--- src/rtl/regfile_sb.sv ---
// Register file with an integrated scoreboard: two combinational read ports, one write port, per-register pending bits.
// Optional write-to-read forwarding is enabled by defining REGFILE_BYPASS_EN.
module regfile_sb #(
  parameter int DW       = 32,
  parameter int AW       = 5,
  parameter int ZERO_REG = 1
) (
  input  logic          clk_i,
  input  logic          rst_ni,
  input  logic [AW-1:0] rs1_i,
  input  logic [AW-1:0] rs2_i,
  output logic [DW-1:0] datos1_o,
  output logic [DW-1:0] datos2_o,
  input  logic [AW-1:0] rd_i,
  input  logic [DW-1:0] datord_i,
  input  logic          we_i,
  input  logic          iss_i,
  input  logic [AW-1:0] iss_rd_i,
  output logic          pend1_o,
  output logic          pend2_o,
  output logic [AW:0]   pend_cnt_o
);

  localparam int DEPTH = 2**AW;

  logic [DW-1:0]    r_mem [DEPTH];
  logic [DEPTH-1:0] r_pend;
  logic [AW:0]      r_cnt;
  logic [DEPTH-1:0] w_pend_nxt;
  logic             w_zero_en;
  logic             w_wr_en;
  logic             w_iss_en;
  logic [DW-1:0]    w_dat1;
  logic [DW-1:0]    w_dat2;
  logic             w_pnd1;
  logic             w_pnd2;

  function automatic logic [AW:0] popcnt(input logic [DEPTH-1:0] v);
    logic [AW:0] c;
    c = '0;
    for (int i = 0; i < DEPTH; i++) begin
      c = c + {{AW{1'b0}}, v[i]};
    end
    return c;
  endfunction

  assign w_zero_en = (ZERO_REG != 0);
  assign w_wr_en   = we_i  & ~(w_zero_en & (rd_i == '0));
  assign w_iss_en  = iss_i & ~(w_zero_en & (iss_rd_i == '0));

  // Next pending vector: the set is applied last so a newer producer wins over a retiring one.
  always_comb begin
    w_pend_nxt = r_pend;
    if (w_wr_en) begin
      w_pend_nxt[rd_i] = 1'b0;
    end else begin
      w_pend_nxt[rd_i] = r_pend[rd_i];
    end
    if (w_iss_en) begin
      w_pend_nxt[iss_rd_i] = 1'b1;
    end else begin
      w_pend_nxt[iss_rd_i] = w_pend_nxt[iss_rd_i];
    end
  end

  // Register storage.
  always_ff @(posedge clk_i or negedge rst_ni) begin
    if (!rst_ni) begin
      for (int i = 0; i < DEPTH; i++) begin
        r_mem[i] <= '0;
      end
    end else if (w_wr_en) begin
      r_mem[rd_i] <= datord_i;
    end else begin
      r_mem[rd_i] <= r_mem[rd_i];
    end
  end

  // Scoreboard state and its registered population count.
  always_ff @(posedge clk_i or negedge rst_ni) begin
    if (!rst_ni) begin
      r_pend <= '0;
      r_cnt  <= '0;
    end else begin
      r_pend <= w_pend_nxt;
      r_cnt  <= popcnt(w_pend_nxt);
    end
  end

  // Read port 1.
  always_comb begin
    w_dat1 = r_mem[rs1_i];
    w_pnd1 = r_pend[rs1_i];
`ifdef REGFILE_BYPASS_EN
    if (w_wr_en && (rd_i == rs1_i)) begin
      w_dat1 = datord_i;
      w_pnd1 = 1'b0;
    end else begin
      w_dat1 = r_mem[rs1_i];
    end
`endif
    if (w_zero_en && (rs1_i == '0)) begin
      w_dat1 = '0;
      w_pnd1 = 1'b0;
    end else begin
      w_pnd1 = w_pnd1;
    end
  end

  // Read port 2.
  always_comb begin
    w_dat2 = r_mem[rs2_i];
    w_pnd2 = r_pend[rs2_i];
`ifdef REGFILE_BYPASS_EN
    if (w_wr_en && (rd_i == rs2_i)) begin
      w_dat2 = datord_i;
      w_pnd2 = 1'b0;
    end else begin
      w_dat2 = r_mem[rs2_i];
    end
`endif
    if (w_zero_en && (rs2_i == '0)) begin
      w_dat2 = '0;
      w_pnd2 = 1'b0;
    end else begin
      w_pnd2 = w_pnd2;
    end
  end

  assign datos1_o   = w_dat1;
  assign datos2_o   = w_dat2;
  assign pend1_o    = w_pnd1;
  assign pend2_o    = w_pnd2;
  assign pend_cnt_o = r_cnt;

endmodule

--- config.mk ---
export PLATFORM = sky130hd
export DESIGN_NAME = regfile_sb
export DESIGN_NICKNAME = d
export VERILOG_FILES = /design/src/rtl/regfile_sb.sv
export SDC_FILE = /design/constraint.sdc
export NUM_CORES = 2
export LEC_CHECK = 0
export ABC_CLOCK_PERIOD_IN_PS = 5700
export BUFFER_PORTS_ARGS = -buffer_cell sky130_fd_sc_hd__buf_2
export CAP_MARGIN = 20
export CELL_PAD_IN_SITES_DETAIL_PLACEMENT = 1
export CELL_PAD_IN_SITES_GLOBAL_PLACEMENT = 2
export CORE_ASPECT_RATIO = 1.2
export CORE_MARGIN = 4
export CORE_UTILIZATION = 41
export CTS_BUF_LIST = sky130_fd_sc_hd__clkbuf_2
export CTS_CLUSTER_DIAMETER = 60
export CTS_CLUSTER_SIZE = 10
export DETAILED_ROUTE_END_ITERATION = 8
export GPL_TIMING_DRIVEN = 0
export PLACE_DENSITY_LB_ADDON = 0.05
export SYNTH_ARGS = -nofsm -noshare
export SYNTH_HDL_FRONTEND = slang
export SYNTH_SLANG_ARGS = --single-unit
--- constraint.sdc ---
create_clock -name clk_i -period 5.7 [get_ports clk_i]
set_input_delay 1.14 -clock clk_i [delete_from_list [all_inputs] [get_ports clk_i]]
set_output_delay 1.14 -clock clk_i [all_outputs]
set_load 0.005 [all_outputs]
==> impl_table.tex <==
\begin{tabular}{lr}
\hline
Metric & Value \\
\hline
\multicolumn{2}{l}{\textbf{Clocking}} \\
Reg clk slew, reported paths & 0.20 ns \\
CTS Root Buffer Type & sky130\_fd\_sc\_hd\_\_clkbuf\_2 \\
Clock tree from TritonCTS & built \\
Num CTS Buffers & 138 \\
Number of levels in the clock H-tree & 4 \\
Clock network latency to the later pin of the worst-skew pair & 1.86 ns \\
TritonCTS Sinks & 1062 \\
CTS max path bufs & 3 \\
\multicolumn{2}{l}{\textbf{STA}} \\
Worst setup slack after layout & -1.29 ns \\
Tightest hold margin & 0.159 ns \\
Remaining max-slew budget at the tightest pin & 0.0712 \\
Post-route minimum period & 6.99 ns \\
Unrepaired setup endpoints after global routing & true \\
Final number of setup-violating endpoints & 23 \\
Setup Skew & 0.0702 ns \\
Slew of the pin with the lowest slew margin & 1.39 ns \\
Max Clock Freq & 143 MHz \\
Final cycle utilization of the critical path & 1.23 \\
Final Hold Violating Endpoints & 0 \\
Slew Limit Fails & 0 \\
\multicolumn{2}{l}{\textbf{Logic synthesis}} \\
Post-synthesis instance area & 0.0638 mm² \\
Syn avg cell area & 11.6 µm² \\
Synthesized Nets & around 5600 \\
Distinct cell type count of the synthesized netlist & 70 \\
Top cell type by total area after synthesis & sky130\_fd\_sc\_hd\_\_dfrtp\_1 \\
Part of the Yosys area used for sequential elements & 0.416 \\
Fraction of post-synthesis cell area in the top cell type by area & 0.416 \\
Share of flip-flops with an asynchronous set or reset after synthesis & 1.00 \\
Leading register cell type out of synthesis & sky130\_fd\_sc\_hd\_\_dfrtp\_1 \\
Top post-synthesis cells by area & sky130\_fd\_sc\_hd\_\_dfrtp\_1, sky130\_fd\_sc\_hd\_\_mux4\_2, sky130\_fd\_sc\_hd\_\_o21ai\_0, sky130\_fd\_sc\_hd\_\_nand2\_1, sky130\_fd\_sc\_hd\_\_mux2i\_1 \\
Count of flip-flops with a built-in enable after synthesis & 0 \\
Flop and latch count out of synthesis & 1062 \\
Number of standard cells after synthesis & 5492 \\
Count of warnings emitted by yosys & 0 \\
\multicolumn{2}{l}{\textbf{Routing}} \\
Post-detailed-route via-to-cell ratio & 7.12 \\
Number of DRC violations after detailed-routing iteration 0 & $\sim$7800 \\
Routed length per instance & 47.7 µm \\
Post-route DRC & 0 \\
Number of nets with antenna violations after routing & 0 \\
Wire length after detailed routing & 384000 µm \\
Via Count & 57327 \\
Number of detailed-route iterations in the first pass & 5 \\
\multicolumn{2}{l}{\textbf{Critical path}} \\
Critical path data required time & around 7.4 ns \\
Ordered list of cells on the worst path & buf\_2 -> nor3\_4 -> nand2\_1 -> nand2\_1 -> buf\_2 -> buf\_2 -> nand2\_1 -> o22ai\_1 -> nand2\_2 -> a31oi\_2 -> fa\_1 -> fa\_1 -> inv\_2 -> fa\_2 -> fa\_1 -> fa\_2 -> fa\_1 -> inv\_2 -> ha\_4 -> fa\_2 -> a21o\_1 -> a21oi\_2 -> xnor2\_2 \\
Data arrival at the endpoint of the critical path & between 8 and 9 ns \\
Register-to-register setup slack & -1.17 ns \\
Critical Setup Path Class & in -> reg \\
Cell with the biggest individual delay on the critical path & sky130\_fd\_sc\_hd\_\_nor3\_4 \\
Category of the worst setup path launch point & input port \\
Maximum fanout count along the critical path & 11 \\
CP endpoint kind & flip-flop \\
Maximum single-stage delay on the critical path & 0.88 ns \\
Worst r2r path cells & 21 \\
Critical register-to-register path endpoint & pend\_cnt\_o[4]\$\_DFF\_PN0\_ \\
Beginning of the worst register-to-register path & r\_pend[23]\$\_DFF\_PN0\_ \\
Most frequent CP cell & sky130\_fd\_sc\_hd\_\_fa\_1 \\
\multicolumn{2}{l}{\textbf{Floorplan}} \\
Die Width & roughly 370 µm \\
Area enclosed by the die boundary & 0.162 mm² \\
Effective utilization at floorplan & 0.413 \\
DIE HEIGHT & 440 µm \\
Core region area & 0.155 mm² \\
Total I/O pin count & 128 \\
Number of rows created at floorplan & $\sim$160 \\
\multicolumn{2}{l}{\textbf{Hold path}} \\
Min-Delay Path Depth & 4 \\
Worst min-delay path startpoint & iss\_rd\_i[0] \\
HP Class & in -> reg \\
Capture endpoint of the worst hold path & r\_pend[9]\$\_DFF\_PN0\_ \\
\multicolumn{2}{l}{\textbf{Pwr}} \\
Total Power Consumption & around 28 mW \\
Leak Pwr & 29.6 nW \\
IR drop worst, VDD & 2.96 mV \\
Cell area power density & 402 mW/mm² \\
\multicolumn{2}{l}{\textbf{Cells and area}} \\
\# fillers & 16659 \\
Commonest cells after routing, fill and taps aside & sky130\_fd\_sc\_hd\_\_nand2\_1, sky130\_fd\_sc\_hd\_\_dfrtp\_1, sky130\_fd\_sc\_hd\_\_o21ai\_0 \\
Most frequent standard cell in the layout excluding fill and tap cells & sky130\_fd\_sc\_hd\_\_nand2\_1 \\
Share of post-route cells with drive strength above 1 & 0.263 \\
Number of nets at the end of the flow & 5975 \\
Area delta synth->final & 10.9\% \\
Total area of sequential cells & 0.0266 mm² \\
Combined area of the multi-input logic cells & 0.0348 mm² \\
\multicolumn{2}{l}{\textbf{Flow run}} \\
Max Cap Viol & 0 \\
\multicolumn{2}{l}{\textbf{Place}} \\
Port Buffers & between 100 and 150 \\
Pre-CTS WS & -3.17 ns \\
Final HPWL from detailed placement & 286000 µm \\
Routability cong. & roughly 1.1 \\
\multicolumn{2}{l}{\textbf{Outcome}} \\
Violations in the final reports & setup timing \\
Result of the run & complete, but fails checks \\
\multicolumn{2}{l}{\textbf{Global route}} \\
Pin count of the biggest net entering global routing & 165 \\
Remaining global-route overflow & 0 \\
Total Routing Usage GR & 0.471 \\
Antenna violations before repair & 24 \\
Via count of the first global-routing pass & 56830 \\
First-pass GRT wire length & 507000 µm \\
\hline
\end{tabular}
-- cell type report --
cell class,count,share of cell area
clock buffer,148,0.0105
clock inverter,50,0.00704
antenna,26,0.000920
timing repair buffer,256,0.0351
buffer,648,0.0409
tap,2080,0.0368
inverter,26,0.00138
multi-input combinational,3756,0.492
sequential,1062,0.376
-- logic make-up (layout without fill, tap and decap cells) --
logic type / after synthesis / in the layout / share of synthesized area
other: 0 / 26 / 0
adders and majority gates: 31 / 31 / 0.00890
DFF: 1062 / 1062 / 0.416
buffers and inverters: 674 / 1128 / 0.0437
muxes: 1053 / 1053 / 0.325
xor gates and xnor gates: 4 / 4 / 0.000549
and+or+nand+nor: 1277 / 1277 / 0.0810
AOI/OAI and AO/OA: 1391 / 1391 / 0.125
-- routing by layer --
metal / up-vias / track usage / part of all wire
met1: 30326 / 0.558 / 0.35
met2: 4101 / 0.690 / 0.43
met3: 1367 / 0.130 / 0.097
li1: 21521 / - / -
met4: 12 / 0.448 / 0.12
met5: - / 0.000300 / 0.00053
-- state kept, by name (all words and copies together) (netlist names) --
signal,flops
pend_cnt_o,6
r_mem,1024
r_pend,32
-- cells in the mapped netlist (3+ instances only) --
cell type	instances
sky130_fd_sc_hd__mux2_1	5
sky130_fd_sc_hd__nor3_1	22
sky130_fd_sc_hd__or2_2	7
sky130_fd_sc_hd__mux2_2	64
sky130_fd_sc_hd__buf_2	132
sky130_fd_sc_hd__nor2b_1	8
sky130_fd_sc_hd__buf_1	25
sky130_fd_sc_hd__clkbuf_1	470
sky130_fd_sc_hd__nand2_1	1061
sky130_fd_sc_hd__and3b_1	4
sky130_fd_sc_hd__dfrtp_1	1062
sky130_fd_sc_hd__o221ai_1	27
sky130_fd_sc_hd__a31oi_1	10
sky130_fd_sc_hd__nor2_1	70
sky130_fd_sc_hd__nand4_1	45
sky130_fd_sc_hd__a222oi_1	3
sky130_fd_sc_hd__o22ai_1	43
sky130_fd_sc_hd__inv_1	25
sky130_fd_sc_hd__a211oi_1	17
sky130_fd_sc_hd__mux4_2	807
sky130_fd_sc_hd__a211o_1	15
sky130_fd_sc_hd__ha_1	7
sky130_fd_sc_hd__nand2b_1	17
sky130_fd_sc_hd__a22o_1	37
sky130_fd_sc_hd__a21o_1	6
sky130_fd_sc_hd__a22oi_1	68
sky130_fd_sc_hd__buf_4	17
sky130_fd_sc_hd__nor3b_1	4
sky130_fd_sc_hd__a32oi_1	4
sky130_fd_sc_hd__buf_6	4
sky130_fd_sc_hd__a221oi_1	63
sky130_fd_sc_hd__o211ai_1	11
sky130_fd_sc_hd__and3_1	7
sky130_fd_sc_hd__o21ai_1	27
sky130_fd_sc_hd__a21oi_1	32
sky130_fd_sc_hd__nand3_1	15
sky130_fd_sc_hd__fa_1	24
sky130_fd_sc_hd__mux2i_1	177
sky130_fd_sc_hd__o21ai_0	1008
-- where the power goes --
group / internal, mW / total, mW / switching (mW)
Combinational: 5.64 / 12.8 / 7.15
Clock: 1.20 / 4.33 / 3.14
Sequential: 9.37 / 11.3 / 1.92
Total: 16.2 / 28.4 / 12.2
-- worst max path at each step --
stage	startpoint	endpoint	slack [ns]	depth (start not counted)
floorplan	rd_i[2]	pend_cnt_o[4]$_DFF_PN0_	-1.27	23
global placement	rst_ni	r_mem[6]$_DFFE_PN0N_	-21.57	1
detailed placement	rd_i[0]	pend_cnt_o[4]$_DFF_PN0_	-3.17	23
CTS	r_pend[23]$_DFF_PN0_	pend_cnt_o[4]$_DFF_PN0_	-1.11	21
global route	r_pend[23]$_DFF_PN0_	pend_cnt_o[4]$_DFF_PN0_	-1.24	21
finish	rd_i[3]	pend_cnt_o[4]$_DFF_PN0_	-1.29	23
-- critical path, delay by kind of cell --
family                   cells  cell delay [ns]
AO/OA/AOI/OAI                4             0.90
buffers and inverters        5             1.11
AND/OR/NAND/NOR              5             1.80
XOR/XNOR                     1             0.14
adder cells (fa/ha/maj)      8             3.60
-- per-stage QoR --
step                TNS, ns  instances  utilization  cell area (µm²)
floorplan             -6.22       5492            -            63900
global placement          -       7689        0.434            67100
detailed placement   -56.29       7743        0.441            68200
CTS                   -4.58       8005        0.455            70300
global route          -5.31       8036        0.457            70700
finish                -6.61       8052        0.458            70700
-- repair_timing --
action                                  CTS  global route
pin swaps                                25            18
endpoints found under the setup margin   68            36
setup buffers                            20            14
endpoints found under the hold margin   412             0
hold buffers                             44             0
gates resized for setup                  88            40
Note: power is estimated with default switching activity, not from simulation.
